### src/rtl/vga_timing_gen.sv
// VGA timing generator with two parameter-table modes; mode switches take effect only at frame wrap.
// Every output is registered from the same next-state position, so all outputs describe one (hcount,vcount).
module vga_timing_gen #(
  parameter int CNT_W = 11,
  parameter logic [4*CNT_W-1:0] H_TIM_0 = {CNT_W'(1024), CNT_W'(1048), CNT_W'(1184), CNT_W'(1344)},
  parameter logic [4*CNT_W-1:0] V_TIM_0 = {CNT_W'(768), CNT_W'(771), CNT_W'(777), CNT_W'(806)},
  parameter logic [4*CNT_W-1:0] H_TIM_1 = {CNT_W'(800), CNT_W'(840), CNT_W'(968), CNT_W'(1056)},
  parameter logic [4*CNT_W-1:0] V_TIM_1 = {CNT_W'(600), CNT_W'(601), CNT_W'(605), CNT_W'(628)},
  parameter logic HSYNC_POL = 1'b1,
  parameter logic VSYNC_POL = 1'b1
) (
  input  logic             clk,
  input  logic             rst,
  input  logic             en,
  input  logic             mode_sel,
  output logic [CNT_W-1:0] hcount,
  output logic [CNT_W-1:0] vcount,
  output logic             hsync,
  output logic             vsync,
  output logic             hblnk,
  output logic             vblnk,
  output logic             frame_start,
  output logic             line_start,
  output logic             mode_active
);

  localparam int unsigned TOT = 0;
  localparam int unsigned SE  = 1;
  localparam int unsigned SS  = 2;
  localparam int unsigned ACT = 3;

  typedef enum logic {MODE0 = 1'b0, MODE1 = 1'b1} mode_t;

  function automatic logic [CNT_W-1:0] fld(input logic [4*CNT_W-1:0] t, input int unsigned k);
    return t[k*CNT_W +: CNT_W];
  endfunction

  function automatic bit tim_ok(input logic [4*CNT_W-1:0] t);
    longint act, ss, se, tot;
    act = longint'(fld(t, ACT));
    ss  = longint'(fld(t, SS));
    se  = longint'(fld(t, SE));
    tot = longint'(fld(t, TOT));
    return (act <= ss) && (ss < se) && (se <= tot) && (tot <= (longint'(1) << CNT_W));
  endfunction

  function automatic logic pol_lvl(input logic act, input logic pol);
    return pol ? act : ~act;
  endfunction

  if (!tim_ok(H_TIM_0) || !tim_ok(V_TIM_0) || !tim_ok(H_TIM_1) || !tim_ok(V_TIM_1)) begin : g_bad_timing
    $error("vga_timing_gen: timing table must satisfy ACTIVE <= SYNC_START < SYNC_END <= TOTAL <= 2**CNT_W");
  end

  mode_t                mode_q;
  mode_t                mode_nxt;
  logic [4*CNT_W-1:0]   h_tim, v_tim, h_tim_nxt, v_tim_nxt;
  logic                 h_wrap, v_wrap, f_wrap;
  logic [CNT_W-1:0]     h_nxt, v_nxt;

  // Current-mode tables decide the wrap; next-mode tables decode the position being entered.
  assign h_tim     = (mode_q == MODE1) ? H_TIM_1 : H_TIM_0;
  assign v_tim     = (mode_q == MODE1) ? V_TIM_1 : V_TIM_0;
  assign h_wrap    = (hcount == fld(h_tim, TOT) - CNT_W'(1));
  assign v_wrap    = (vcount == fld(v_tim, TOT) - CNT_W'(1));
  assign f_wrap    = h_wrap && v_wrap;
  assign h_nxt     = h_wrap ? '0 : hcount + CNT_W'(1);
  assign v_nxt     = !h_wrap ? vcount : (v_wrap ? '0 : vcount + CNT_W'(1));
  assign mode_nxt  = f_wrap ? mode_t'(mode_sel) : mode_q;
  assign h_tim_nxt = (mode_nxt == MODE1) ? H_TIM_1 : H_TIM_0;
  assign v_tim_nxt = (mode_nxt == MODE1) ? V_TIM_1 : V_TIM_0;

  assign mode_active = (mode_q == MODE1);

  always_ff @(posedge clk) begin
    if (rst) begin
      mode_q      <= mode_t'(mode_sel);
      hcount      <= '0;
      vcount      <= '0;
      hsync       <= ~HSYNC_POL;
      vsync       <= ~VSYNC_POL;
      hblnk       <= 1'b0;
      vblnk       <= 1'b0;
      frame_start <= 1'b0;
      line_start  <= 1'b0;
    end else if (en) begin
      mode_q      <= mode_nxt;
      hcount      <= h_nxt;
      vcount      <= v_nxt;
      hsync       <= pol_lvl((h_nxt >= fld(h_tim_nxt, SS)) && (h_nxt < fld(h_tim_nxt, SE)), HSYNC_POL);
      vsync       <= pol_lvl((v_nxt >= fld(v_tim_nxt, SS)) && (v_nxt < fld(v_tim_nxt, SE)), VSYNC_POL);
      hblnk       <= (h_nxt >= fld(h_tim_nxt, ACT));
      vblnk       <= (v_nxt >= fld(v_tim_nxt, ACT));
      frame_start <= f_wrap;
      line_start  <= h_wrap;
    end
  end

endmodule
### config.mk
export PLATFORM = sky130hd
export DESIGN_NAME = vga_timing_gen
export DESIGN_NICKNAME = d
export VERILOG_FILES = /design/src/rtl/vga_timing_gen.sv
export SDC_FILE = /design/constraint.sdc
export NUM_CORES = 1
export LEC_CHECK = 0
export CAP_MARGIN = 0
export CELL_PAD_IN_SITES_DETAIL_PLACEMENT = 1
export CELL_PAD_IN_SITES_GLOBAL_PLACEMENT = 1
export CORE_ASPECT_RATIO = 1.4
export CORE_MARGIN = 2
export CORE_UTILIZATION = 25
export DETAILED_ROUTE_END_ITERATION = 6
export PLACE_DENSITY_LB_ADDON = 0.15
export SLEW_MARGIN = 20
export SYNTH_ARGS = -nofsm -noshare
export SYNTH_HDL_FRONTEND = slang
export SYNTH_SLANG_ARGS = --single-unit
### constraint.sdc
create_clock -name clk -period 4.05 [get_ports clk]
set_input_delay 0.6075 -clock clk [delete_from_list [all_inputs] [get_ports clk]]
set_output_delay 0.6075 -clock clk [all_outputs]
set_load 0.03 [all_outputs]
==> run_results.csv, run 1 <==
group,metric,value,unit
outcome,status,"complete, no violations",
placement,place_hpwl,5066,µm
clock_tree,htree_levels,2,
synthesis,ys_warn_count,0,
clock_tree,holdBufCountCts,0,
critical_path,crit_type,"reg -> reg",
critical_path,crit_chain,"or3b_1 > a211o_1 > nor3_4 > mux2_2 > inv_1 > ha_1 > a31oi_1 > o32ai_1 > a21oi_1 > o2111ai_1 > o31ai_2",
synthesis,synthArstFlopShare,0,
timing,slew_headroom,0.4537,
die,dieWidth,81.31,µm
clock_tree,cts_root_buf,"clkbuf_16",
critical_path,crit_slowest_cell,"edfxtp_1",
clock_tree,postCtsSetupBuffers,0,
run,cap_violations,0,
die,die_area,0.009126,mm²
clock_tree,path_clk_slew,0.05,ns
route,drc,0,
timing,skew,0.002750,ns
die,rows,39,
cells_and_area,n_fill_cell,977,
die,core_area,0.008149,mm²
critical_path,critPathArrivalTime,3.73,ns
clock_tree,cts_resized,0,
critical_path,start_kind,"flip-flop",
global_route,grt_pass1_vias,2032,
synthesis,yosys.cell_count.top_type,"nor2_1",
synthesis,yosys.area.top_type,"dfxtp_1",
cells_and_area,drive_above_1_share,0.08099,
pwr,leakage,1.046,nW
route,num_vias,1948,
synthesis,synth_ff_type,"dfxtp_1",
pwr,p_per_area,289.2,mW/mm²
synthesis,yosysSeqAreaShare,0.2823,
cells_and_area,utilization,0.3270,
pwr,ir_worst_vdd,0.1605,mV
synthesis,ys_top_cells_by_area,"dfxtp_1 27%, nor2_1 8.4%, ha_1 8.4%, xor2_1 7.5%, mux2i_1 6.2%",
die,fp.dieH,112.2,µm
timing,finalCritPeriodShare,0.8691,
cells_and_area,diodes,0,
critical_path,r2r_slack,0.53,ns
min_path,hp-class,"reg -> reg",
cells_and_area,layout.cells.non_filler,386,
synthesis,synth_common_cells,"47 x nor2_1, 28 x dfxtp_1, 20 x nand2_1",
clock_tree,tritoncts,"done",
timing,fin_tns_setup,0,ns
route,drt-total-wl,6655,µm
global_route,grt_usage,0.1594,
synthesis,synth_cell_types,57,
global_route,grt_overflow,0,
route,drt_iter0_markers,110,
synthesis,synth_edf_count,1,
clock_tree,cts_buffers,5,
die,ios,33,
placement,io_buffers,32,
timing,fin_crit,3.520,ns
route,via_per_inst,5.047,
timing,timing.final.hold_violations,0,
die,initial_core_util,0.2567,
synthesis,synth_nets,272,
critical_path,worstPathMaxFanout,11,
timing,rsz0062_at_grt,"no",
global_route,grt_pass1_wl,10830,µm
cells_and_area,area_growth,27.39,%
synthesis,syn_inst,254,
placement,gp_congestion,0.8222,
timing,fin_ws,0.5303,ns
route,firstDrtPassIters,4,
synthesis,netlist.area_leader.share,0.2679,
route,antenna_left,0,
timing,fmax,0.2841,GHz
critical_path,cp.required,4.26,ns
synthesis,synth_seq_cells,29,
clock_tree,clock_sinks,29,
placement,place_inst,378,
synthesis,synth.avg_cell_area,8.236,µm²
timing,drv_slew,0,
global_route,antenna_found_initial,0,
clock_tree,cts_buffer_depth,2,
timing,finalHoldWorstSlack,0.4699,ns
critical_path,slowest_delay,0.47,ns
placement,place_ws,0.5524,ns
timing,worst_pin_slew,0.8168,ns
clock_tree,worstSkewPairLatency,0.29,ns
route,wl_per_cell,17.24,µm
cells_and_area,layout.nets,301,
timing,setup_violations,0,
synthesis,syn_area,0.002092,mm²
global_route,grt_start_max_net_pins,18,
critical_path,end_kind,"flip-flop",
-- report_power, final --
group | switching, mW | total (mW) | internal, mW
Combinational | 0.0430 | 0.0716 | 0.0286
Clock | 0.142 | 0.402 | 0.260
Sequential | 0.00525 | 0.297 | 0.292
Total | 0.190 | 0.771 | 0.580
-- critical path: cells and delay by family (launching register included) --
family          cells  cell delay (ns)
buf+inv             1             0.22
fa+ha+maj           1             0.29
mux                 1             0.47
compound gates      6             1.31
flops               1             0.47
simple gates        2             0.68
-- sequential cells by signal (all words and copies together) (netlist names) --
register     cells
mode_active      1
vsync            1
hblnk            1
line_start       1
hsync            1
vblnk            1
hcount          11
vcount          11
frame_start      1
-- per-stage QoR --
step	power, mW	instance area [µm²]
2_1_floorplan	0.3489	2092
5_1_grt	0.8050	2665
3_3_place_gp	0.3744	2507
6_report	0.7706	2665
3_5_place_dp	0.3758	2507
4_1_cts	0.7821	2665
-- per-layer routing --
layer  vias to the layer above  GRT usage  share of wire
met5                         -          0              0
met4                         0    0.06102          0.018
met3                         7    0.02894          0.024
met2                        32     0.2858           0.55
met1                       952     0.1820           0.41
li1                        957          -              -
-- logic make-up after synthesis --
group                      synth area share
and+or+nand+nor                      0.2578
AOI/OAI and AO/OA                    0.1549
DFF                                  0.2823
xor gates and xnor gates             0.1047
buffers and inverters               0.03888
muxes                               0.07296
adders and majority gates           0.08852
-- placed cells by master (no fill, tap or decap), types with 3 or more instances in the layout --
| cell type | n |
|---|---|
| ha_1 | 14 |
| nor2b_1 | 3 |
| mux2i_1 | 13 |
| a21oi_1 | 7 |
| o21ai_0 | 3 |
| clkbuf_16 | 5 |
| o31ai_1 | 3 |
| xor2_1 | 18 |
| and3_1 | 4 |
| xnor2_1 | 7 |
| a211oi_1 | 3 |
| inv_1 | 5 |
| dfxtp_1 | 28 |
| a211o_1 | 4 |
| nand3_1 | 11 |
| nor2_1 | 47 |
| clkdlybuf4s50_1 | 32 |
| buf_4 | 4 |
| nand2_1 | 20 |
| a31oi_1 | 3 |
| nand4_1 | 5 |
-- final timing paths --
path / endpoint / cells past startpoint / startpoint
worst max-delay path: vsync / 11 / mode_active
worst max register to register: vsync / 11 / mode_active
worst min-delay path: vsync / 2 / vsync
worst min register to register: vsync / 2 / vsync
-- area by class of cell --
| cell class | instances | area [µm²] | share of cell area |
|---|---|---|---|
| Sequential cell | 29 | 590.6 | 0.2216 |
| Multi-Input combinational cell | 206 | 1420 | 0.5329 |
| Clock inverter | 1 | 5.005 | 0.001878 |
| Tap cell | 102 | 127.6 | 0.04789 |
| Inverter | 5 | 18.77 | 0.007042 |
| Clock buffer | 7 | 152.6 | 0.05728 |
| Timing Repair Buffer | 36 | 350.3 | 0.1315 |
No activity file was read; power rests on OpenSTA's default activity.
==> run 2, diff against run 1 <==
- SETUP_SLACK_MARGIN: not set -> 0.15
==> results of run 2 <==
Final layout, timing and power as in run 1 (identical DEF).
